===== config.mk =====
export PLATFORM = sky130hd
export DESIGN_NAME = clock_trig_multi
export DESIGN_NICKNAME = d
export VERILOG_FILES = /design/src/rtl/clock_trig_multi.sv
export SDC_FILE = /design/constraint.sdc
export NUM_CORES = 1
export LEC_CHECK = 0
export ABC_AREA = 1
export CAP_MARGIN = 30
export CORE_ASPECT_RATIO = 1.25
export CORE_MARGIN = 3
export CORE_UTILIZATION = 45
export CTS_CLUSTER_DIAMETER = 30
export DETAILED_ROUTE_END_ITERATION = 7
export HOLD_SLACK_MARGIN = 0.02
export PLACE_DENSITY = 0.7
export SYNTH_ARGS = -nofsm -noshare
export SYNTH_HDL_FRONTEND = slang
export SYNTH_SLANG_ARGS = --single-unit

===== constraint.sdc =====
create_clock -name clk -period 6.3 [get_ports clk]
set_clock_uncertainty 0.05 [all_clocks]
set_input_delay 0.63 -clock clk [delete_from_list [all_inputs] [get_ports clk]]
set_output_delay 0.63 -clock clk [all_outputs]
set_load 0.02 [all_outputs]

===== src/rtl/clock_trig_multi.sv =====
// Multi-channel programmable periodic trigger generator.
// Each channel runs an independent IDLE/DELAY/RUN/DONE FSM with shadowed configuration.
module clock_trig_multi #(
    parameter int unsigned NCH   = 4,
    parameter int unsigned GAP_W = 20,
    parameter int unsigned WID_W = 8,
    parameter int unsigned NB_W  = 16
) (
    input  logic                   clk,
    input  logic                   rst_n,
    input  logic                   in_live,
    input  logic                   sync,
    input  logic [NCH-1:0]         user_ena,
    input  logic [NCH*GAP_W-1:0]   user_gap,
    input  logic [NCH*GAP_W-1:0]   user_ofs,
    input  logic [NCH*WID_W-1:0]   user_wid,
    input  logic [NCH*NB_W-1:0]    user_nburst,
    output logic [NCH-1:0]         out,
    output logic [NCH-1:0]         active,
    output logic [NCH-1:0]         done
);

    localparam int unsigned CW = GAP_W + WID_W;

    typedef enum logic [1:0] {StIdle, StDelay, StRun, StDone} state_e;

    for (genvar c = 0; c < NCH; c++) begin : g_ch
        state_e           state_q, state_d;
        logic [GAP_W-1:0] phase_q, phase_d;
        logic [GAP_W-1:0] dly_q, dly_d;
        logic [GAP_W-1:0] gap_q, gap_d;
        logic [WID_W-1:0] wid_q, wid_d;
        logic [NB_W-1:0]  nb_q, nb_d;
        logic [NB_W-1:0]  cnt_q, cnt_d;
        logic             out_q, out_d;
        logic             act_q, act_d;
        logic             done_q, done_d;

        logic [GAP_W-1:0] cfg_gap, cfg_ofs;
        logic [WID_W-1:0] cfg_wid;
        logic [NB_W-1:0]  cfg_nb;
        logic [GAP_W-1:0] phase_inc;
        logic [NB_W-1:0]  cnt_inc;
        logic             in_width;

        assign cfg_gap   = user_gap[c*GAP_W +: GAP_W];
        assign cfg_ofs   = user_ofs[c*GAP_W +: GAP_W];
        assign cfg_wid   = user_wid[c*WID_W +: WID_W];
        assign cfg_nb    = user_nburst[c*NB_W +: NB_W];
        assign phase_inc = phase_q + GAP_W'(1);
        assign cnt_inc   = cnt_q + NB_W'(1);
        // Phase 0 is always high, so wid=0 acts as 1 and wid>gap saturates to continuous high.
        assign in_width  = CW'(phase_inc) < CW'(wid_q);

        always_comb begin
            state_d = state_q;
            phase_d = phase_q;
            dly_d   = dly_q;
            gap_d   = gap_q;
            wid_d   = wid_q;
            nb_d    = nb_q;
            cnt_d   = cnt_q;
            out_d   = 1'b0;
            act_d   = 1'b0;
            done_d  = 1'b0;

            if (!in_live || !user_ena[c]) begin
                state_d = StIdle;
            end else if (sync || state_q == StIdle) begin
                gap_d   = cfg_gap;
                wid_d   = cfg_wid;
                nb_d    = cfg_nb;
                cnt_d   = '0;
                phase_d = '0;
                act_d   = 1'b1;
                if (cfg_ofs == '0) begin
                    state_d = StRun;
                    out_d   = 1'b1;
                end else begin
                    state_d = StDelay;
                    dly_d   = cfg_ofs;
                end
            end else begin
                unique case (state_q)
                    StDelay: begin
                        act_d = 1'b1;
                        if (dly_q == GAP_W'(1)) begin
                            state_d = StRun;
                            phase_d = '0;
                            out_d   = 1'b1;
                        end else begin
                            dly_d = dly_q - GAP_W'(1);
                        end
                    end
                    StRun: begin
                        if (phase_q == gap_q) begin
                            phase_d = '0;
                            if (nb_q != '0 && cnt_inc == nb_q) begin
                                state_d = StDone;
                                done_d  = 1'b1;
                                cnt_d   = cnt_inc;
                            end else begin
                                act_d = 1'b1;
                                out_d = 1'b1;
                                // Continuous mode never counts, so the counter cannot wrap.
                                if (nb_q != '0) cnt_d = cnt_inc;
                            end
                        end else begin
                            phase_d = phase_inc;
                            act_d   = 1'b1;
                            out_d   = in_width;
                        end
                    end
                    StDone: begin
                        state_d = StDone;
                    end
                    default: begin
                        state_d = StIdle;
                    end
                endcase
            end
        end

        always_ff @(posedge clk or negedge rst_n) begin
            if (!rst_n) begin
                state_q <= StIdle;
                phase_q <= '0;
                dly_q   <= '0;
                gap_q   <= '0;
                wid_q   <= '0;
                nb_q    <= '0;
                cnt_q   <= '0;
                out_q   <= 1'b0;
                act_q   <= 1'b0;
                done_q  <= 1'b0;
            end else begin
                state_q <= state_d;
                phase_q <= phase_d;
                dly_q   <= dly_d;
                gap_q   <= gap_d;
                wid_q   <= wid_d;
                nb_q    <= nb_d;
                cnt_q   <= cnt_d;
                out_q   <= out_d;
                act_q   <= act_d;
                done_q  <= done_d;
            end
        end

        assign out[c]    = out_q;
        assign active[c] = act_q;
        assign done[c]   = done_q;
    end

endmodule


======== Yosys cells after proc, flatten, opt, wreduce, memory -nomap -nowiden ========
Cells that the tools add are included.
cells by class
  add/subtract/negate cells ............... 12
  magnitude comparators ................... 4
  equal/unequal tests ..................... 48
  mux-type cells .......................... 144
  bitwise logic cells ..................... 4
  reduce and logical (&&, ||, !) cells .... 69
operators with widths
  cell                   count
  $mux 20                28
  $mux 16                20
  $pmux 20 s2            4
  $add 20x1->20 const B  4
  $eq 20x1->1 const B    4
  $eq 20x20->1           4
  $logic_not 20->1       4
  $lt 20x8->1            4
  $sub 20x1->20 const B  4
  $add 16x1->16 const B  4
  $eq 16x16->1           4
  $reduce_bool 16->1     4
  $mux 1                 56
  $mux 2                 24
  $ne 4x4->1 const B     12
  $reduce_and 4->1       8
  $pmux 2 s3             4
  $reduce_and 3->1       8
  $reduce_bool 2->1      12
  $reduce_bool 3->1      8
  $eq 2x2->1 const B     8
  $ne 2x2->1 const B     8
  $pmux 1 s2             8
  $ne 3x3->1 const B     4
  other kinds (7)        33
word-level totals
  flip-flop bits (word level) ............. 420
  input port bits ......................... 264
  output and inout bits ................... 12
  word-level logic and storage cells ...... 321

======== Depth between registers and ports, before layout ========
Gate-level depths: netlist (run 1).
  depth after elaboration ................. 8
  gate-level depth with buffers ........... 20
  depth with buffers taken out ............ 20

======== Worst setup path before layout (run 1) ========
Ideal clock, no wire load.
  path type ............................... register to register
  start ................................... register g_ch[0].phase_q[0]
  end ..................................... register g_ch[0].out_q
  library setup time ...................... 0.078 ns
  arrival time ............................ 2.248 ns
  required time ........................... 6.172 ns
  slack ................................... 3.924 ns
  stages on the path, launching flop included .. 19
  path buffers ............................ 0
  period minus slack after synthesis ...... 2.376 ns
  cells stage by stage .................... dfrtp_1 ha_1 nand3_2 nor2_2 xor2_1 inv_1 ha_1 nand2_1 o21a_1 nand3_1 nor2_1 nand2_1 nor2_1 nand2_1 nand2_1 nand3_1 nand2_1 nand2_1 a21oi_1
on the way
  cells in the longest elaborated chain, start to end .. 6
  elaborated cells between the ends (all ways) .. 7
  those cells by class .................... add/sub (1); order compare (1); eq/ne (1); mux (4)
RTL lines
  what                      RTL line  source
  start: declaration        29        logic [GAP_W-1:0] phase_q, phase_d;
  start signal: assignment  138       phase_q <= phase_d;
  $add 20x1->20             50        assign phase_inc = phase_q + GAP_W'(1);
  $lt 20x8->1               53        assign in_width = CW'(phase_inc) < CW'(wid_q);
  $mux 1 (*)                96        if (phase_q == gap_q) begin
  $pmux 1 s2 (*)            84        unique case (state_q)
  $mux 1 (*)                69        end else if (sync || state_q == StIdle) begin
  $mux 1 (*)                67        if (!in_live || !user_ena[c]) begin
  via g_ch[0].out_d         35        logic out_q, out_d;
  end signal: assignment    144       out_q <= out_d;
  end: declaration          35
Mark *: on every way through the listed nets, which the timed path passes. The rest lies on a longest branch.
A chain may end at the register's enable or synchronous reset.

======== Worst setup path in the final report (run 1) ========
  start ................................... input port sync
  end ..................................... register g_ch[2].cnt_q[14]
on the way
  cells in the longest elaborated chain, start to end .. 3
  elaborated cells between the ends (all ways) .. 6
  those cells by class .................... mux (1); reduce/logical (5)
RTL lines
  what                                                                     RTL line  source
  start: declaration                                                       12        input logic sync,
  $logic_or 1x1->1 (*)                                                     69
  $reduce_bool 3->1 (no line) / $reduce_bool 2->1 (equally long branches)  -
  $reduce_and 4->1 (no line)                                               -
  end signal: assignment                                                   143       cnt_q <= cnt_d;
  end: declaration                                                         34        logic [NB_W-1:0] cnt_q, cnt_d;
Every way passes the cells marked *; elsewhere a longest branch is shown, timed or not.

==> qor.yml, run 1 <==
final_layout:
  drive_gt1_share_pct: 10.1
  area_delta_synth_final_pct: 28.8
  layout_common_cells: "nand2_1, nor2_1, inv_1"
  fill_cells: 5087
  nets: 4063
  final_common_cell: "nand2_1"
clock_tree:
  cts_setup_buffers: 0
  cts_tree: "yes"
  clkSinkCount: 420
  cts_resized: 0
  clock_latency_ns: 0.66
  cts.hold.buffers_added: 0
  htreeDepth: 3
  cts_buffer_depth: 3
  cts_buffers: 109
  clk_pin_slew_ns: 0.05
  cts_root_buf: "clkbuf_16"
setup_path:
  crit_arrival_ns: 3.92
  crit_fanout: 42
  critPathRequiredTime_ns: 6.81
  cp_slowest_stage_delay_ns: 0.86
  critPathLaunchType: "input pin"
  crit_type: "in -> reg"
  cpMostUsedCell: "inv_2"
  cpMaxStageDelayCell: "clkdlybuf4s50_1"
  r2r_cells: 18
  crit_chain: "clkdlybuf4s50_1 -> nor2_2 -> buf_4 -> inv_2 -> nand2_2 -> nand2_1 -> nand2_4 -> inv_2 -> nand3_1 -> o21ai_0"
  rrSetupSlack_ns: 3.10
  end_kind: "flip-flop"
yosys:
  synth_cell_types: 62
  netlist_area_um2: 25800
  synth_edf_count: 0
  synth_warnings: 0
  synthCells: 3442
  synth_top_cell_by_area: "dfrtp_1"
  synth_ff_type: "dfrtp_1"
  syn_nets: 3766
  avgSynthCellArea_um2: 7.51
  synth_top_area_share_pct: 40.7
  async_reset_ff_share_pct: 100
  ys_seq_area_share_pct: 40.7
  ys_ff_latch: 420
  synthTopCellsByArea: "dfrtp_1, nand2_1, nor2_1, inv_1, nand3_1"
floorplanning:
  core_um2: 56400
  initial_utilization_pct: 45.8
  io_pins: 276
  std_cell_rows: 97
  die_height_um: 274
  dieArea_um2: 60400
  die_w_um: 220
pwr:
  pwr-share-seq_pct: 30.5
  power.internal_uw: 7880
  ir_drop_mv: 0.272
  power.net_switching_uw: 2670
  power.total_uw: 10600
  p_leak_uw: 0.0152
  power_density_nw_per_um2: 317
  switching_share_pct: 25.3
  p_comb_share_pct: 11.2
  clkPwrFrac_pct: 58.4
timing:
  fin_setup_tns_ns: 0
  rsz0062_at_grt: "false"
  clock.fmax_mhz: 294
  slew_headroom_pct: 36.7
  tightest_slew_ns: 0.946
  setup_violations: 0
  hold_viol: 1
  post-route-min-period_ns: 3.40
  finalCritPeriodShare_pct: 54.0
  hold_ws_ns: -0.00473
  slew_viol_final: 0
detailed_routing:
  routed_via_density: 5.21
  ant_nets: 0
  drtPass1Iterations: 5
  drt-total-wl_um: 72600
  drc: 0
  wl_per_cell_um: 15.9
  drt_iter0_markers: 1414
  vias: 23900
placed_design:
  io_buffers: 275
  dpl.hpwl_um: 52000
  gp_congestion: 0.939
job:
  drv_cap: 0
global_route:
  grt_pass1_vias: 23700
  grt_overflow: 0
  grt_pass1_wl_um: 117000
  antenna_found_initial: 13
  grt_util_all_layers_pct: 23.7
  grt_max_degree: 126
outcome:
  failed_checks: "negative hold slack"
  status: "finished with violations"
hold_path:
  hp-class: "in -> async"
state kept, by name, indices dropped and copies added (netlist names):
name	count
g_ch.act_q	4
g_ch.cnt_q	64
g_ch.dly_q	80
g_ch.done_q	4
g_ch.gap_q	80
g_ch.nb_q	64
g_ch.out_q	4
g_ch.phase_q	80
g_ch.state_q	8
g_ch.wid_q	32
layout make-up:
class                      instances  area (um2)  area share, %
timing repair buffer             289        2910           8.73
sequential                       420       10500           31.6
antenna                            8        20.0         0.0601
multi-input combinational       2473       13200           39.6
tap                              742         928           2.79
clock buffer                     142        3090           9.29
inverter                         446        1670           5.03
clock inverter                    61         993           2.98
worst max-delay path: cells and delay by family:
kind | cells | cell delay, ns
AND/OR/NAND/NOR | 5 | 1.32
AO/OA/AOI/OAI | 1 | 0.09
buffers and inverters | 4 | 1.84
worst paths after layout:
path | from | end
min in group clk | g_ch[0].dly_q[5] | g_ch[0].dly_q[5]
worst min register to register | g_ch[0].dly_q[5] | g_ch[0].dly_q[5]
max in group asynchronous | rst_n | g_ch[1].dly_q[2]
worst max register to register | g_ch[2].phase_q[0] | g_ch[2].out_q
worst max-delay path | sync | g_ch[2].cnt_q[14]
worst min-delay path | rst_n | g_ch[2].gap_q[8]
through the flow:
stage               worst slack [ns]  std cells  util [%]  area [um2]
floorplan                       3.92       3442         -       25800
global placement                2.28       4369      51.7       29200
detailed placement              2.21       4369      51.7       29200
CTS                             2.90       4572      58.9       33300
global route                    2.63       4577      59.0       33300
finish                          2.90       4581      59.0       33300
cell usage after synthesis (36+ instances only):
cell      count
buf_2        36
ha_1         60
o21ai_0     171
a21oi_1     172
xor2_1      105
nor2_1      470
o22ai_1      63
dfrtp_1     420
nand4_1      76
nand2_1     779
clkbuf_1     38
xnor2_1      39
inv_1       427
mux2_2       67
nor3_1       45
nand3_1     190
power groups by stage:
stage / sequential, uW / combinational, uW / clock (uW)
global placement: 3240 / 1150 / 0
global route: 3250 / 1340 / 6400
detailed placement: 3240 / 1170 / 0
floorplan: 3180 / 766 / 0
CTS: 3210 / 1190 / 6240
finish: 3210 / 1180 / 6160
metal layers:
| metal | vias up | GRT usage (%) | wire length, um |
|---|---|---|---|
| met4 | 10 | 10.3 | 2630 |
| met3 | 182 | 5.05 | 4550 |
| met5 | - | 0 | 65 |
| met2 | 662 | 40.9 | 35800 |
| li1 | 11900 | - | - |
| met1 | 11200 | 28.3 | 29600 |
cells by family after synthesis:
family / count (synthesis) / share of synthesized area, %
AOI/OAI and AO/OA: 530 / 12.0
xor gates and xnor gates: 149 / 5.29
adders and majority gates: 60 / 2.90
buffers and inverters: 549 / 8.46
DFF: 420 / 40.7
muxes: 68 / 2.96
and+or+nand+nor: 1666 / 27.7
Power figures use the tool's default switching activity.
==> run 2: changes to the inputs <==
- PLACE_DENSITY: 0.7 -> 0.72
- clock period: 6.3 -> 2.9 ns (I/O delays scaled with it)
==> run 2 against run 1 <==
  * The flow now finishes without violations
  * Die area stayed put
  * Highest routed layer unchanged
  * Worst setup slack worse by 2.7 ns
  * Cell area rose by 0.48%
  * Utilization grew 0.29 points
  * Hold slack improved by 0.18 ns
  * Sequential share of layout area is 0.12 points lower
  * Critical path type is now reg -> reg
  * Clock power increased by 98%
  * Critical endpoint is now g_ch[2].out_q
==> qor.yml, run 2 (synthesis gave the netlist of run 1 again) <==
placed_design:
  dpl.hpwl_um: 53300
  dp_cells: 4410
  gp_congestion: 0.918
  dpl-instance-area_um2: 29600
  io_buffers: 275
setup_path:
  worst-path-buf-inv: 0
  cp_slowest_stage_delay_ns: 0.35
  cp-startpoint: "g_ch[2].phase_q[1]"
  endpoint: "g_ch[2].out_q"
  cpMostUsedCell: "nand2_1"
  cp_top_family: "simple AND/OR/NAND/NOR gates"
  critPathLaunchType: "flip-flop"
  reg2reg_to: "g_ch[2].out_q"
  rrSetupSlack_ns: 0.19
  crit_type: "reg -> reg"
  crit_chain: "ha_2 -> nand3_2 -> nor2_4 -> xor2_1 -> ha_1 -> nand2_1 -> a21oi_1 -> nor2_1 -> nand3_1 -> nor2_1 -> nand2_1 -> nor2_1 -> nand3_2 -> nand2_1 -> nand3_1 -> nand2_1 -> nand2_1 -> a21oi_1"
  end_kind: "flip-flop"
  crit_arrival_ns: 3.22
  reg2reg_from: "g_ch[2].phase_q[1]"
  crit_fanout: 4
  cp_num_cells: 18
  r2r_cells: 18
  critPathRequiredTime_ns: 3.41
  cpMaxStageDelayCell: "dfrtp_1"
global_route:
  grtUsageMet2_pct: 41.2
  busiest_layer: "met2"
  grt_pass1_vias: 24000
  grt_max_degree: 82
  grt_overflow: 0
  grt_util_met3_pct: 5.19
  grt_pass1_wl_um: 117000
  antenna_found_initial: 7
  met1_usage_pct: 28.3
  grt_util_all_layers_pct: 23.8
timing:
  slew_headroom_pct: 49.9
  setup_violations: 0
  finalCritPeriodShare_pct: 93.5
  hold_viol: 0
  post-route-min-period_ns: 2.71
  tightest_slew_ns: 0.751
  fin_setup_tns_ns: 0
  hold_ws_ns: 0.177
  clock.fmax_mhz: 369
  slew_viol_final: 0
clock_tree:
  htreeDepth: 3
  cts_buffers: 106
  clock_latency_ns: 0.64
  clk_pin_slew_ns: 0.05
  cts_buffer_depth: 3
  cts_tree: "yes"
  clkSinkCount: 420
  cts_root_buf: "clkbuf_16"
pwr:
  power.internal_uw: 16100
  pwr-share-seq_pct: 32.0
  switching_share_pct: 26.2
  p_leak_uw: 0.0152
  power_density_nw_per_um2: 651
  ir_drop_mv: 0.585
  power.net_switching_uw: 5710
  p_comb_share_pct: 12.1
  clkPwrFrac_pct: 55.9
  power.total_uw: 21800
floorplanning:
  io_pins: 276
  std_cell_rows: 97
  initial_utilization_pct: 45.8
  die_w_um: 220
  core_um2: 56400
  die_height_um: 274
  dieArea_um2: 60400
final_layout:
  area_delta_synth_final_pct: 29.5
  drive_gt1_share_pct: 11.6
  instances_no_fill: 4616
  reg.largest.list: "g_ch.dly_q x80, g_ch.gap_q x80, g_ch.phase_q x80"
  layout_common_cells: "nand2_1, nor2_1, inv_1"
  final_common_cell: "nand2_1"
  stdcell_area_um2: 33500
  nets: 4104
detailed_routing:
  vias: 24100
  drc: 0
  wl_per_cell_um: 15.8
  drt_iter0_markers: 1517
  drt-total-wl_um: 72900
  drtPass1Iterations: 5
  ant_nets: 0
  routed_via_density: 5.21
job:
  drv_cap: 0
outcome:
  status: "completed"
hold_path:
  hp-class: "in -> reg"
-- run 2: cell types whose count changed in the layout (fill, tap and decap cells not counted), sizes merged --
cell         before  now
buf              15   58
dlygate4sd3       0    1
clkbuf          142  126
clkinv           21   36
bufinv           23   16
clkinvlp         12    9
inv             451  454
diode             8    7
-- run 2: power groups by stage --
| stage | Sequential, uW | Clock (uW) | Combinational (uW) |
|---|---|---|---|
| after floorplan | 6900 | 0 | 1660 |
| after global placement | 7040 | 0 | 2560 |
| after detailed placement | 7050 | 0 | 2610 |
| after CTS | 6980 | 12400 | 2640 |
| after global routing | 7060 | 12700 | 2970 |
| final | 6980 | 12200 | 2630 |
-- run 2: area by class of cell --
class | instances | area (um2)
fillers | 5059 | 23000
inverters | 446 | 1680
clock inverters | 69 | 886
flip-flops and latches | 420 | 10500
repair buffers | 333 | 3330
multi-input cells | 2473 | 13300
clock buffers | 126 | 2850
diodes | 7 | 17.5
well taps | 742 | 928
-- run 2: worst register-to-register path, cell delays in order, from the launching register on --
cell	delay (ns)
dfrtp_1	0.35
ha_2	0.22
nand3_2	0.12
nor2_4	0.14
xor2_1	0.27
ha_1	0.28
nand2_1	0.10
a21oi_1	0.06
nor2_1	0.12
nand3_1	0.09
nor2_1	0.08
nand2_1	0.05
nor2_1	0.14
nand3_2	0.15
nand2_1	0.10
nand3_1	0.08
nand2_1	0.06
nand2_1	0.05
a21oi_1	0.11
-- run 2: worst min-delay path by stage --
stage / from / to / slack (ns) / depth (start not counted)
CTS: user_nburst[58] / g_ch[3].nb_q[10] / 0.14 / 3
global route: user_wid[11] / g_ch[1].wid_q[3] / 0.16 / 3
floorplan: rst_n / g_ch[0].act_q / -0.06 / 0
detailed placement: rst_n / g_ch[2].wid_q[6] / 0.32 / 1
global placement: rst_n / g_ch[2].gap_q[0] / 0.31 / 1
finish: user_wid[9] / g_ch[1].wid_q[1] / 0.18 / 3
-- run 2: routing by layer --
layer,share of wire [%],vias up
met4,3.7,2
met3,6.1,175
met1,41,11200
met5,0.015,-
met2,49,675
li1,-,12000
-- run 2: per-stage QoR --
step | util [%] | setup WS [ns]
finish | 59.3 | 0.189
global route | 59.3 | -0.0248
CTS | 59.1 | 0.0465
detailed placement | 52.4 | -0.0332
global placement | 52.4 | 0.0345
floorplan | - | 0.524
-- run 2: repair_timing --
item | in CTS | in global routing
resized for setup | 0 | 29
setup buffers | 0 | 3
hold endpoints to repair | 68 | 0
setup endpoints to repair | 0 | 5
hold buffers | 1 | 0
